**src/rtl/mdr_fill_ctrl.sv**
```systemverilog
// mdr_fill_ctrl
// Fetch-side sequencer for the 68-bit memory data register (MDR).
// It accepts a fetch request and issues one instruction-memory read. The
// returned word is written into the MDR and read back out. The word is then
// offered to decode under a valid/ready handshake.
//
// Optional feature macro: FETCH_TIMEOUT_EN
//   When it is defined, the WAIT state is bounded by TIMEOUT cycles.
//   Expiry pulses fetch_err and abandons the fetch.
//   When it is undefined, WAIT is unbounded, fetch_err is tied low and no
//   counter is built.

module mdr_fill_ctrl #(
    parameter int ADDR_W  = 32,
    parameter int DATA_W  = 68,
    parameter int TIMEOUT = 15
) (
    input  logic              clk,
    input  logic              rst,
    input  logic              fetch_req,
    input  logic [ADDR_W-1:0] fetch_addr,
    output logic              fetch_ack,
    output logic              mem_rd_en,
    output logic [ADDR_W-1:0] mem_addr,
    input  logic [DATA_W-1:0] mem_rdata,
    input  logic              mem_rvalid,
    output logic              MDR_wr,
    output logic              MDR_rd,
    output logic [DATA_W-1:0] instin,
    output logic              inst_valid,
    input  logic              inst_ready,
    output logic              busy,
    output logic              fetch_err
);

    // A zero timeout would abort before memory could ever answer.
    generate
        if (TIMEOUT < 1) begin : g_bad_timeout
            $error("mdr_fill_ctrl: TIMEOUT must be >= 1");
        end
    endgenerate

    typedef enum logic [2:0] {
        ST_IDLE  = 3'd0,
        ST_REQ   = 3'd1,
        ST_WAIT  = 3'd2,
        ST_WRITE = 3'd3,
        ST_READ  = 3'd4,
        ST_VALID = 3'd5
    } state_t;

    state_t            state_reg, state_next;
    logic [ADDR_W-1:0] mem_addr_reg, mem_addr_next;
    logic [DATA_W-1:0] instin_reg, instin_next;

`ifdef FETCH_TIMEOUT_EN
    localparam int CNT_W = $clog2(TIMEOUT + 1);
    localparam logic [CNT_W-1:0] TIMEOUT_CNT = CNT_W'(TIMEOUT);

    logic [CNT_W-1:0] wait_cnt_reg, wait_cnt_next;
    logic             fetch_err_reg, fetch_err_next;
`endif

    // State and data registers; reset returns to IDLE and clears the captured data.
    // The MDR itself is outside this block and keeps its contents.
    always_ff @(posedge clk or posedge rst) begin
        if (rst) begin
            state_reg    <= ST_IDLE;
            mem_addr_reg <= '0;
            instin_reg   <= '0;
        end else begin
            state_reg    <= state_next;
            mem_addr_reg <= mem_addr_next;
            instin_reg   <= instin_next;
        end
    end

`ifdef FETCH_TIMEOUT_EN
    // Wait-cycle counter and the registered one-cycle error pulse.
    always_ff @(posedge clk or posedge rst) begin
        if (rst) begin
            wait_cnt_reg  <= '0;
            fetch_err_reg <= 1'b0;
        end else begin
            wait_cnt_reg  <= wait_cnt_next;
            fetch_err_reg <= fetch_err_next;
        end
    end
`endif

    // Next-state and data-capture logic; every target defaults to "hold".
    always_comb begin
        state_next    = state_reg;
        mem_addr_next = mem_addr_reg;
        instin_next   = instin_reg;
`ifdef FETCH_TIMEOUT_EN
        wait_cnt_next  = wait_cnt_reg;
        fetch_err_next = 1'b0;
`endif
        case (state_reg)
            ST_IDLE: begin
                if (fetch_req) begin
                    mem_addr_next = fetch_addr;
                    state_next    = ST_REQ;
                end
            end
            ST_REQ: begin
                // The single read strobe goes out in this state; the counter starts fresh for WAIT.
`ifdef FETCH_TIMEOUT_EN
                wait_cnt_next = '0;
`endif
                state_next = ST_WAIT;
            end
            ST_WAIT: begin
                // Memory data wins over an expiring timeout in the same cycle.
                if (mem_rvalid) begin
                    instin_next = mem_rdata;
                    state_next  = ST_WRITE;
                end
`ifdef FETCH_TIMEOUT_EN
                else if (wait_cnt_reg + CNT_W'(1) == TIMEOUT_CNT) begin
                    fetch_err_next = 1'b1;
                    state_next     = ST_IDLE;
                end else begin
                    wait_cnt_next = wait_cnt_reg + CNT_W'(1);
                end
`endif
            end
            ST_WRITE: begin
                state_next = ST_READ;
            end
            ST_READ: begin
                state_next = ST_VALID;
            end
            ST_VALID: begin
                if (inst_ready) begin
                    state_next = ST_IDLE;
                end
            end
            default: begin
                state_next = ST_IDLE;
            end
        endcase
    end

    // Outputs decode the registered state only. The one exception is the
    // accept pulse, which by design mirrors fetch_req while idle. It is held
    // low during reset.
    assign fetch_ack  = ~rst & fetch_req & (state_reg == ST_IDLE);
    assign mem_rd_en  = (state_reg == ST_REQ);
    // WRITE and READ are distinct states, so MDR_wr and MDR_rd cannot overlap.
    assign MDR_wr     = (state_reg == ST_WRITE);
    assign MDR_rd     = (state_reg == ST_READ);
    assign inst_valid = (state_reg == ST_VALID);
    assign busy       = (state_reg != ST_IDLE);
    assign mem_addr   = mem_addr_reg;
    assign instin     = instin_reg;

`ifdef FETCH_TIMEOUT_EN
    assign fetch_err = fetch_err_reg;
`else
    assign fetch_err = 1'b0;
`endif

endmodule

```
**config.mk**
```make
export PLATFORM = sky130hd
export DESIGN_NAME = mdr_fill_ctrl
export DESIGN_NICKNAME = d
export VERILOG_FILES = /design/src/rtl/mdr_fill_ctrl.sv
export SDC_FILE = /design/constraint.sdc
export NUM_CORES = 1
export LEC_CHECK = 0
export ABC_CLOCK_PERIOD_IN_PS = 5500
export CORE_UTILIZATION = 50
export CTS_BUF_LIST = sky130_fd_sc_hd__clkbuf_16
export CTS_CLUSTER_DIAMETER = 120
export DETAILED_ROUTE_END_ITERATION = 8
export DONT_BUFFER_PORTS = 1
export GPL_ROUTABILITY_DRIVEN = 1
export SETUP_SLACK_MARGIN = 0.02
export SLEW_MARGIN = 20
export SYNTH_ARGS = -nofsm -noshare
export SYNTH_HDL_FRONTEND = slang
export SYNTH_SLANG_ARGS = --single-unit
```
**constraint.sdc**
```tcl
create_clock -name clk -period 5.5 [get_ports clk]
set_input_delay 1.1 -clock clk [delete_from_list [all_inputs] [get_ports clk]]
set_output_delay 1.1 -clock clk [all_outputs]
set_load 0.005 [all_outputs]
```
## Word-level counts from Yosys, hierarchy flattened

Index checks and enable logic that the tools add are counted.

- Flip-flop bits (word level): 103
- Word-level logic and storage cells: 23
- Output and inout bits: 107
- Input bits: 105

- Reduce and logical (&&, ||, !) cells: 5
- Mux-type cells: 4
- Bitwise logic cells: 3
- Eq/ne operators: 8

Operators with widths:

| kind | number |
|---|---|
| one-hot mux 3 bit (6 select lines) | 1 |
| two-way mux 3 bit | 3 |
| equality test 3 x 2 -> 1 bit (second input constant) | 2 |
| equality test 3 bit (second input constant) | 2 |
| inequality test 2 bit (second input constant) | 2 |
| AND reduction 2 bit | 2 |
| equality test 3 x 1 -> 1 bit (second input constant) | 1 |
| logical NOT 3 bit | 1 |
| AND reduction 3 bit | 1 |
| nonzero test 3 bit | 1 |
| AND 1 bit | 2 |
| inequality test 2 x 1 -> 1 bit (second input constant) | 1 |
| inverter 1 bit | 1 |

## Logic depth before layout (Yosys ltp)

- Word-level depth: 3
- Depth in mapped cells: 6
- Depth with buffers taken out: 2

## Worst setup path before layout

Ideal clock, no wire load.

- Path kind: input port to output port
- Start point: input rst
- End point: output fetch_ack
- Required time: 4400 ps
- Stages on the path: 2
- Data arrival time: 3584 ps
- Slack: 816 ps
- Path buffers: 0
- Cell sequence: inv_1 > and2_1

- Longest elaborated chain between the ends: 3

Ends and longest elaborated chain:

| item | line | text |
|---|---|---|
| from (decl) | 19 | `input logic rst,` |
| inverter 1 bit | 149 | `assign fetch_ack = ~rst & fetch_req & (state_reg == ST_IDLE);` |
| AND 1 bit (2 in a row) | 149 |  |
| to (decl) | 22 | `output logic fetch_ack,` |

Every way passes these cells.

## Worst setup path in the final report

- Start point: input fetch_req
- End point: output fetch_ack

- Longest elaborated chain between the ends: 2

Ends and longest elaborated chain:

| item | line | text |
|---|---|---|
| from (decl) | 20 | `input logic fetch_req,` |
| AND 1 bit (2 in a row) | 149 |  |

Every way passes these cells.

==> qor.yml <==
finalHoldViolCount: 0
drt_iter0_drc: 42
final_cell_mix: "103 x dfrtp_1, 82 x mux2_2, 9 x mux2_4, 9 x mux2_1, 9 x clkbuf_16"
fin_util_pct: 55.3
max_freq_ghz: 0.338
period_share_pct: 53.9
cts_max_level: 3
cap_violations: 0
crit_path_max_fanout: 33
holdWs_ns: 0.516
postCtsSetupBuffers: 0
numCtsBuffers: 9
crit_required_ns: 4.40
io_buffer_count: 0
hpwl_mm: 5.31
start_kind: "input port"
cts_tree: "built"
setup_viol: 0
hp-class: "reg2reg"
firstDrtPassIters: 4
initial_core_util_pct: 52.0
antenna_found_initial: 0
yosysWarnings: 0
netlist-cell-type-count: 20
relSlewSlack_pct: 48.4
crit_path_end_kind: "output port"
clockBufferDepth: 2
cts_hold_buf: 0
grt_max_degree: 59
routed_wl_mm: 7.29
vias: 1890
drtAntennaViolNets: 0
ys_seq_elements: 103
ios: 212
wire_per_inst_um: 21.4
p_leak_nw: 1.84
dieHeight_um: 91.9
drcViolationCount: 0
ys_seq_area_share_pct: 63.8
synth.area.top_cells: "dfrtp_1 64%, mux2_2 23%, mux2_4 3.3%"
largest_reg_flops: 68
netlist_instances: 236
clk_pin_slew_ns: 0.06
grtUsageTotal_pct: 17.3
critical_path_class: "in2out"
p_per_area_nw_per_um2: 621
ir_drop_mv: 0.287
gp_congestion: 0.705
finalMaxSlewViolations: 0
core_um2: 7770
fin_crit_ns: 2.96
area_growth_pct: 6.48
grt_overflow: 0
viasPerCell: 5.54
first_global_vias: 2041
dieArea_um2: 8440
die_w_um: 91.9
tns_ns: 0
final.setup_skew_ns: 0.00480
r2r_slack_ns: 2.85
fp-row-count: 32
syn_area_um2: 4040
layout.nets: 340
arrival_ns: 1.86
clock_latency_ns: 0.33
syn_nets: 341
grt_pass1_wl_mm: 11.0
drive_above_1_share_pct: 46.0
syn_area_per_cell_um2: 17.1
yosys.area.top_type: "dfrtp_1"
clock_sinks: 103
diodes: 0
root_buffer: "clkbuf_16"
tightestPinTransition_ns: 0.773
layout_commonest_cell: "dfrtp_1"
synth_top_area_share_pct: 63.8
status: "finished clean"
rsz0062_at_grt: "no"
cts_resized: 0
-- path summary, 6_finish.rpt --
| path | endpoint | from | cells after the start |
|---|---|---|---|
| min in group asynchronous | mem_addr[25] | rst | 1 |
| min | mem_addr[7] | mem_addr[7] | 1 |
| min reg2reg | mem_addr[7] | mem_addr[7] | 1 |
| max | fetch_ack | fetch_req | 3 |
| max reg2reg | instin[6] | state_reg[1] | 3 |
| max in group asynchronous | mem_addr[29] | rst | 2 |
-- stage by stage --
step	instance area, um2	worst slack, ns	std cells	power, mW
global placement	4030	2.55	326	2.08
global route	4300	2.48	341	2.82
floorplan	4040	0.816	236	2.01
detailed placement	4030	2.44	326	2.15
CTS	4300	2.53	341	2.71
finish	4300	2.54	341	2.67
-- synth_stat cells --
| cell | n |
|---|---|
| dfrtp_1 | 103 |
| mux2_2 | 82 |
| mux2_1 | 9 |
| mux2_4 | 9 |
| buf_4 | 8 |
| buf_6 | 5 |
| and2_1 | 2 |
| buf_12 | 2 |
| nand2_1 | 2 |
| nor2_1 | 2 |
| nor2b_1 | 2 |
| nor3b_1 | 2 |
| a211o_1 | 1 |
| conb_1 | 1 |
| inv_1 | 1 |
| nor4b_4 | 1 |
| nor4bb_4 | 1 |
| o2bb2ai_1 | 1 |
| or3_1 | 1 |
| xnor2_1 | 1 |
-- where the power goes --
group / switching, mW / internal [mW]
Clock: 0.255 / 0.303
Sequential: 0.328 / 1.15
Combinational: 0.222 / 0.411
Total: 0.806 / 1.86
-- cell families (layout without fill, tap and decap cells) --
| logic type | count (synthesis) | after routing | share of synthesized area [%] |
|---|---|---|---|
| buf+inv | 16 | 19 | 3.97 |
| simple gates | 13 | 13 | 2.73 |
| mux | 100 | 100 | 28.7 |
| other cells | 1 | 1 | 0.0929 |
| xor+xnor | 1 | 1 | 0.217 |
| flops | 103 | 103 | 63.8 |
| compound gates | 2 | 2 | 0.434 |
-- worst max-delay path, cell delays in order --
cell and delay [ns]:
nor4b_4 0.15, buf_4 0.40, and2_1 0.20
-- layer usage --
metal | GRT usage, % | routed length (um)
met1 | 19.6 | 2720
met2 | 29.3 | 3820
met3 | 7.38 | 613
met4 | 6.12 | 140
met5 | 0 | 0
-- layout make-up --
class                           instances  area (um2)
Fill cell                             626        3470
Sequential cell                       103        2580
Multi-Input combinational cell        117        1300
Clock buffer                            9         225
Tap cell                              102         128
Clock inverter                          6        40.0
Timing Repair Buffer                    3        22.5
Inverter                                1        6.26
No activity file was read; power rests on OpenSTA's default activity.
